===== src/rtl/register_file_if.sv =====
// Bus bundle for the register file: two combinational read ports, one write port
// and the committed-write debug counter.
interface register_file_if #(
  parameter int DATA_W = 32,
  parameter int ADDR_W = 5
);
  logic [ADDR_W-1:0] rd_addr1;
  logic [ADDR_W-1:0] rd_addr2;
  logic [DATA_W-1:0] rd_data1;
  logic [DATA_W-1:0] rd_data2;
  logic              wr_en;
  logic [ADDR_W-1:0] wr_addr;
  logic [DATA_W-1:0] wr_data;
  logic [7:0]        wr_count;

  // Handshake: there is no ready. wr_en acts as a valid qualifier, and the write
  // commits on every rising clk where wr_en=1 and wr_addr!=0. Reads have no
  // qualifier: rd_dataN follows rd_addrN combinationally.
  modport master (
    output rd_addr1, rd_addr2, wr_en, wr_addr, wr_data,
    input  rd_data1, rd_data2, wr_count
  );

  modport slave (
    input  rd_addr1, rd_addr2, wr_en, wr_addr, wr_data,
    output rd_data1, rd_data2, wr_count
  );
endinterface


===== src/rtl/register_file.sv =====
// MIPS 32 x 32 general-purpose register file: async reads with same-cycle
// write-to-read bypass, one write port, $zero hardwired, saturating write counter.
module register_file #(
  parameter int DATA_W = 32,
  parameter int ADDR_W = 5
) (
  input  logic            clk,
  input  logic            rst_n,
  register_file_if.slave  rf
);
  localparam int DEPTH = 2 ** ADDR_W;

  logic [DATA_W-1:0] regs [DEPTH];
  logic              wr_commit;

  assign wr_commit = rf.wr_en && (rf.wr_addr != '0);

  always_ff @(posedge clk or negedge rst_n) begin
    if (!rst_n) begin
      for (int i = 0; i < DEPTH; i++) regs[i] <= '0;
      rf.wr_count <= '0;
    end else if (wr_commit) begin
      regs[rf.wr_addr] <= rf.wr_data;
      if (rf.wr_count != 8'hFF) rf.wr_count <= rf.wr_count + 8'd1;
    end
  end

  // Reads are forced to 0 while in reset so no pending bypass leaks through.
  always_comb begin
    rf.rd_data1 = '0;
    if (rst_n && (rf.rd_addr1 != '0)) begin
      if (wr_commit && (rf.wr_addr == rf.rd_addr1)) rf.rd_data1 = rf.wr_data;
      else                                          rf.rd_data1 = regs[rf.rd_addr1];
    end
  end

  always_comb begin
    rf.rd_data2 = '0;
    if (rst_n && (rf.rd_addr2 != '0)) begin
      if (wr_commit && (rf.wr_addr == rf.rd_addr2)) rf.rd_data2 = rf.wr_data;
      else                                          rf.rd_data2 = regs[rf.rd_addr2];
    end
  end
endmodule

===== src/flat_wrapper.sv =====
// flat-port wrapper written by rule: the top's interface ports become plain ports
module register_file_flat 
#(
  parameter int DATA_W = 32,
  parameter int ADDR_W = 5
)
  (clk, rst_n, rf_rd_addr1, rf_rd_addr2, rf_wr_en, rf_wr_addr, rf_wr_data, rf_rd_data1, rf_rd_data2, rf_wr_count);
  register_file_if #(.DATA_W(DATA_W), .ADDR_W(ADDR_W)) rf_i ();
  input  logic clk;
  input  logic rst_n;
  input wire logic [$bits(rf_i.rd_addr1)-1:0] rf_rd_addr1;
  input wire logic [$bits(rf_i.rd_addr2)-1:0] rf_rd_addr2;
  input wire logic [$bits(rf_i.wr_en)-1:0] rf_wr_en;
  input wire logic [$bits(rf_i.wr_addr)-1:0] rf_wr_addr;
  input wire logic [$bits(rf_i.wr_data)-1:0] rf_wr_data;
  output wire logic [$bits(rf_i.rd_data1)-1:0] rf_rd_data1;
  output wire logic [$bits(rf_i.rd_data2)-1:0] rf_rd_data2;
  output wire logic [$bits(rf_i.wr_count)-1:0] rf_wr_count;
  assign rf_i.rd_addr1 = rf_rd_addr1;
  assign rf_i.rd_addr2 = rf_rd_addr2;
  assign rf_i.wr_en = rf_wr_en;
  assign rf_i.wr_addr = rf_wr_addr;
  assign rf_i.wr_data = rf_wr_data;
  assign rf_rd_data1 = rf_i.rd_data1;
  assign rf_rd_data2 = rf_i.rd_data2;
  assign rf_wr_count = rf_i.wr_count;
  register_file #(.DATA_W(DATA_W), .ADDR_W(ADDR_W)) u_core (.clk(clk), .rst_n(rst_n), .rf(rf_i));
endmodule

===== config.mk =====
export PLATFORM = sky130hd
export DESIGN_NAME = register_file_flat
export DESIGN_NICKNAME = d
export VERILOG_FILES = /design/src/rtl/register_file_if.sv /design/src/rtl/register_file.sv /design/src/flat_wrapper.sv
export SDC_FILE = /design/constraint.sdc
export NUM_CORES = 2
export LEC_CHECK = 0
export BUFFER_PORTS_ARGS = -buffer_cell sky130_fd_sc_hd__buf_2
export CELL_PAD_IN_SITES_DETAIL_PLACEMENT = 0
export CELL_PAD_IN_SITES_GLOBAL_PLACEMENT = 2
export CORE_MARGIN = 2
export CORE_UTILIZATION = 42
export DETAILED_ROUTE_END_ITERATION = 7
export PLACE_DENSITY_LB_ADDON = 0.1
export SYNTH_ARGS = -nofsm -noshare
export SYNTH_HDL_FRONTEND = slang
export SYNTH_SLANG_ARGS = --single-unit

===== constraint.sdc =====
create_clock -name clk -period 2.5 [get_ports clk]
set_input_delay 0.375 -clock clk [delete_from_list [all_inputs] [get_ports clk]]
set_output_delay 0.375 -clock clk [all_outputs]
set_load 0.1 [all_outputs]

Yosys cells after proc, flatten, opt, wreduce, memory -nomap -nowiden

Index checks and enable logic that the tools add are counted.

Add/subtract/negate cells: 1
Multiplexer cells: 13
Bitwise gates (word level): 3
Equal/unequal tests: 3
Reductions and logical operators: 10
$lt $le $gt $ge: 4

Operators with widths:

| operator                                                                      | count |
|---|---|
| 1024-bit bitwise mux                                                          | 1 |
| 32-bit binary-select mux with 5-bit select                                    | 2 |
| 32-bit 2-to-1 mux                                                             | 9 |
| 32-bit demux with 5-bit select                                                | 1 |
| 6-bit >= comparator (second input constant)                                   | 3 |
| 5-bit NOT with 6-bit output                                                   | 3 |
| 5-bit nonzero test                                                            | 3 |
| 5-bit equality test                                                           | 2 |
| 8-bit by 1-bit adder with 8-bit output (second input constant)                | 1 |
| 8-bit != test (second input constant)                                         | 1 |
| 1-bit logical AND                                                             | 6 |
| 6-bit by 1-bit less-than comparator with 1-bit output (second input constant) | 1 |
| 2-bit AND reduction                                                           | 1 |

Output and inout port bits: 72
Word-level logic and storage cells: 67
Flip-flop bits (word level): 1,032
Input bits: 50

Longest topological paths before layout

Depth after elaboration: 6
Gate-level depth with buffers: 9
Gate-level depth less buffers: 5

Least setup slack after synthesis

Ideal clock, no wire load.

Path type: input -> output
Start point: in rf_rd_addr1[0]
End point: out rf_rd_data1[21]
Arrival time: 2,465 ps
Data required time: 2,125 ps
Path buffers: 3
Slack: -340 ps
Cell stages on the path: 7
Cell sequence: buf_6 > buf_6 > xnor2_1 > nand4_1 > nor3_1 > clkbuf_1 > a221o_1

Word-level cells in the longest chain between the ends: 6
Elaborated cells on any way between the ends: 10
Classes of those cells: 1 x eq/ne; 5 x mux; 1 x bitwise; 3 x reduce/logical

RTL lines:

| item                                                 | line                | text |
|---|---|---|
| from (decl)                                          | flat_wrapper.sv:11  | `input wire logic [$bits(rf_i.rd_addr1)-1:0] rf_rd_addr1;` |
| 5-bit NOT with 6-bit output (not written as such)    | register_file.sv:33 | `else rf.rd_data1 = regs[rf.rd_addr1];` |
| 32-bit binary-select mux with 5-bit select           | register_file.sv:33 |  |
| 32-bit 2-to-1 mux (not written as such) (2 in a row) | register_file.sv:33 |  |
| 32-bit 2-to-1 mux                                    | register_file.sv:32 | `if (wr_commit && (rf.wr_addr == rf.rd_addr1)) rf.rd_data1 = rf.wr_data;` |
| 32-bit 2-to-1 mux *                                  | register_file.sv:31 | `if (rst_n && (rf.rd_addr1 != '0)) begin` |
| to (decl)                                            | flat_wrapper.sv:16  | `output wire logic [$bits(rf_i.rd_data1)-1:0] rf_rd_data1;` |

Mark *: on every way between the ends. The rest lies on a longest branch, timed or not. The select of a mux whose other input is x is not followed.

Worst setup path in the final report

Start point: in rf_wr_addr[3]
End point: out rf_rd_data2[29]

Word-level cells in the longest chain between the ends: 5
Elaborated cells on any way between the ends: 6
Classes of those cells: 1 x eq/ne; 2 x mux; 3 x reduce/logical

RTL lines:

| item                | line                | text |
|---|---|---|
| from (decl)         | flat_wrapper.sv:14  | `input wire logic [$bits(rf_i.wr_addr)-1:0] rf_wr_addr;` |
| 5-bit nonzero test  | register_file.sv:16 | `assign wr_commit = rf.wr_en && (rf.wr_addr != '0);` |
| 1-bit logical AND   | register_file.sv:16 |  |
| 1-bit logical AND * | register_file.sv:40 | `if (wr_commit && (rf.wr_addr == rf.rd_addr2)) rf.rd_data2 = rf.wr_data;` |
| 32-bit 2-to-1 mux * | register_file.sv:40 |  |
| 32-bit 2-to-1 mux * | register_file.sv:39 | `if (rst_n && (rf.rd_addr2 != '0)) begin` |
| to (decl)           | flat_wrapper.sv:17  | `output wire logic [$bits(rf_i.rd_data2)-1:0] rf_rd_data2;` |

Mark *: on every way between the ends. The rest lies on a longest branch, timed or not.

==> results.cfg <==
[timing]
slew_violations = 0
fmax_mhz = 328
maxSlewHeadroom_pct = 35.3
worst_slew_pin_slew_ns = 0.971
min_period_over_period_pct = 122
fin_ws_ns = -0.550
timing.hold.ws_ns = 0.0911
setup_viol_count_final = 64
min_period_ns = 3.05
hold_viol_final = 0
finClkSkew_ns = 0.00494
rsz0062_at_grt = true

[grt]
antenna_found_initial = 4
grt_pass1_vias = 40600
grt_overflow = 0
grtUsageTotal_pct = 28.4
grt_pass1_wl_um = 283000
grt_start_max_net_pins = 153

[run]
drv_cap = 0

[clock_network]
cts_buffers = 120
insertion_delay_ns = 0.74
cts-root-buf = clkbuf_16
clkTransAtPathRegs_ns = 0.06
cts_htree_levels = 3
cts_sinks = 1032
cts_tree = yes
cts_buffer_depth = 3

[die]
dieWidth_um = 368
num_rows = 133
die-area_um2 = 136000
ios = 122
start_util_pct = 42.4
core_area_um2 = 132000
die_y_um = 368

[worst_setup_path]
cp_max_fo = 4
crit_cells = 11
crit_type = input pin to primary output
crit_buf_inv = 6
endpoint_kind = primary output
cp.required_ns = 2.12
max_stage_delay_ns = 0.35
rr_worst_depth = 4
start_kind = input pin
cp.arrival_ns = 2.68
cp_slowest_cell = o41ai_4
cp_cell_sequence = buf_2 -> or2_4 -> o41ai_4 -> buf_4 -> o31ai_4 -> buf_4 -> clkbuf_16 -> buf_12 -> a211oi_2 -> a211o_2 -> buf_12
critPathTopFamily = buffers and inverters

[detailed_routing]
final_antenna_net_count = 0
drc = 0
dr.pass1.iters = 5
drt-total-wl_um = 195000
num_vias = 38000
drt_iter0_markers = 2975
wl_per_cell_um = 32.4
routed_via_density = 6.33

[finish]
area_growth_pct = 23.5
drive_above_1_share_pct = 57.8
finish.utilization_pct = 52.3
layout.nets = 4199
antenna-diode-count = 0

[power_and_ir_drop]
ir_worst_vdd_v = 0.000881
power.density_nw_per_um2 = 773
total_leakage_power_nw = 29.8

[synth]
yosysWarnings = 0
ys_seq_elements = 1032
synth_async_sr_flop_share_pct = 100
synth_top_cell_by_area = dfrtp_1
yosysUniqueCellTypes = 44
netlist_area_um2 = 55800
syn_avg_cell_area_um2 = 14.5
ys_top_cells_by_area = dfrtp_1, mux2_2, mux4_2
synth-edff-count = 0
ys_seq_area_share_pct = 46.3
yosysTopAreaCellShare_pct = 46.3
synth_flop_cell = dfrtp_1
synth_nets = 3901
postSynthCellCount = 3850

[placed_design]
gp_congestion = 0.835
dp_slack_ns = -0.580
portBuffers = 121
dpl.hpwl_um = 124000

[min_path]
min_path_type = input pin to register
hold_depth = 2

[run_status]
status = finished with violations
violations = setup timing
final cells by class:
| type | instances | area [µm²] |
|---|---|---|
| multi-input cells | 2369 | 29500 |
| well taps | 1755 | 2200 |
| flip-flops and latches | 1032 | 25800 |
| inverters | 4 | 15.0 |
| clock inverters | 45 | 518 |
| repair buffers | 621 | 7320 |
| fillers | 10900 | 62700 |
| clock buffers | 180 | 3530 |
flip-flops by register name, summed over array words and instances (netlist names):
register	count
u_core.rf.wr_count	8
u_core.regs	1024
repair_timing:
item,4_1_cts,5_1_grt
pin swaps,136,33
gates resized for setup,243,85
cloned,0,3
endpoints found under the hold margin,120,0
setup buffers,10,8
endpoints found under the setup margin,64,64
hold buffers,3,0
cells by family (layout without fill, tap and decap cells):
family / count (synthesis) / count (layout) / share of synthesized area (%)
fa+ha+maj: 1 / 1 / 0.0224
xor+xnor: 17 / 17 / 0.267
simple gates: 166 / 166 / 1.59
compound gates: 488 / 488 / 6.83
mux: 1697 / 1697 / 41.3
buf+inv: 449 / 850 / 3.71
flops: 1032 / 1032 / 46.3
stage by stage:
step	power (mW)	area [µm²]	instances	setup TNS [ns]
finish	53.2	68900	6006	-27.58
global route	55.5	68900	6006	-32.25
CTS	53.4	68400	5995	-29.66
detailed placement	34.7	63200	5759	-32.00
global placement	34.1	63200	5759	-31.04
floorplan	30.6	56300	3850	-2.91
path summary, 6_finish.rpt:
kind / start / end / slack [ns]
max in group asynchronous: rst_n / u_core.regs[912] / 0.55
worst min-delay path: rf_wr_data[6] / u_core.regs[710] / 0.09
worst max register to register: u_core.rf.wr_count[2] / u_core.rf.wr_count[1] / 0.56
worst max-delay path: rf_wr_addr[3] / rf_rd_data2[29] / -0.55
worst min register to register: u_core.regs[998] / u_core.regs[998] / 0.39
min in group asynchronous: rst_n / u_core.regs[252] / 0.53
layer usage:
layer | part of all wire (%) | track usage [%]
met2 | 46 | 44.4
met1 | 44 | 40.5
met5 | 0.021 | 0
met4 | 3.5 | 9.73
met3 | 5.8 | 4.62
worst register-to-register path: stages (launching register included):
cell and delay (ns):
dfrtp_1 0.43, and3_1 0.23, and3_1 0.20, a31oi_1 0.56, mux2_2 0.41
synthesized netlist by cell type, types with 3 or more instances:
cell type,count
mux2i_1,320
buf_1,53
nand4b_1,3
o21bai_1,32
a211oi_1,129
inv_1,3
xnor2_1,15
a221o_1,32
mux2_1,27
buf_6,10
mux2_2,966
a21oi_1,33
nor3_1,4
a221oi_1,128
nor2b_1,70
buf_4,40
nand2b_1,3
nand2_1,16
a211o_1,32
o21ai_1,30
dfrtp_1,1032
buf_2,126
a22oi_1,64
nor2_1,49
mux4_2,384
nand4_1,8
clkbuf_1,216
power breakdown:
part | internal (mW) | switching (mW)
Clock | 10.6 | 7.37
Combinational | 6.93 | 5.93
Sequential | 19.9 | 2.45
Total | 37.5 | 15.7
placed cells by master (no fill, tap or decap), types with 8 or more instances in the layout:
master	count
o21ai_2	12
nand2_2	11
buf_6	10
nor2b_1	36
clkbuf_1	30
a22oi_1	43
a221oi_1	122
a211oi_1	38
o21ai_1	20
a21oi_1	21
mux2_2	966
a21oi_2	12
nor2_1	33
a221o_4	22
clkinv_2	23
a22oi_2	21
dfrtp_1	1032
mux2_1	27
o21bai_1	31
buf_12	207
clkbuf_16	123
xnor2_1	13
mux4_2	384
nor2b_4	30
bufinv_16	9
a211oi_2	87
buf_4	342
nor2_4	18
mux2i_1	307
clkbuf_8	31
a221o_2	10
nand4_1	8
a211o_2	26
mux2i_2	13
buf_2	47
Power figures use the tool's default switching activity.
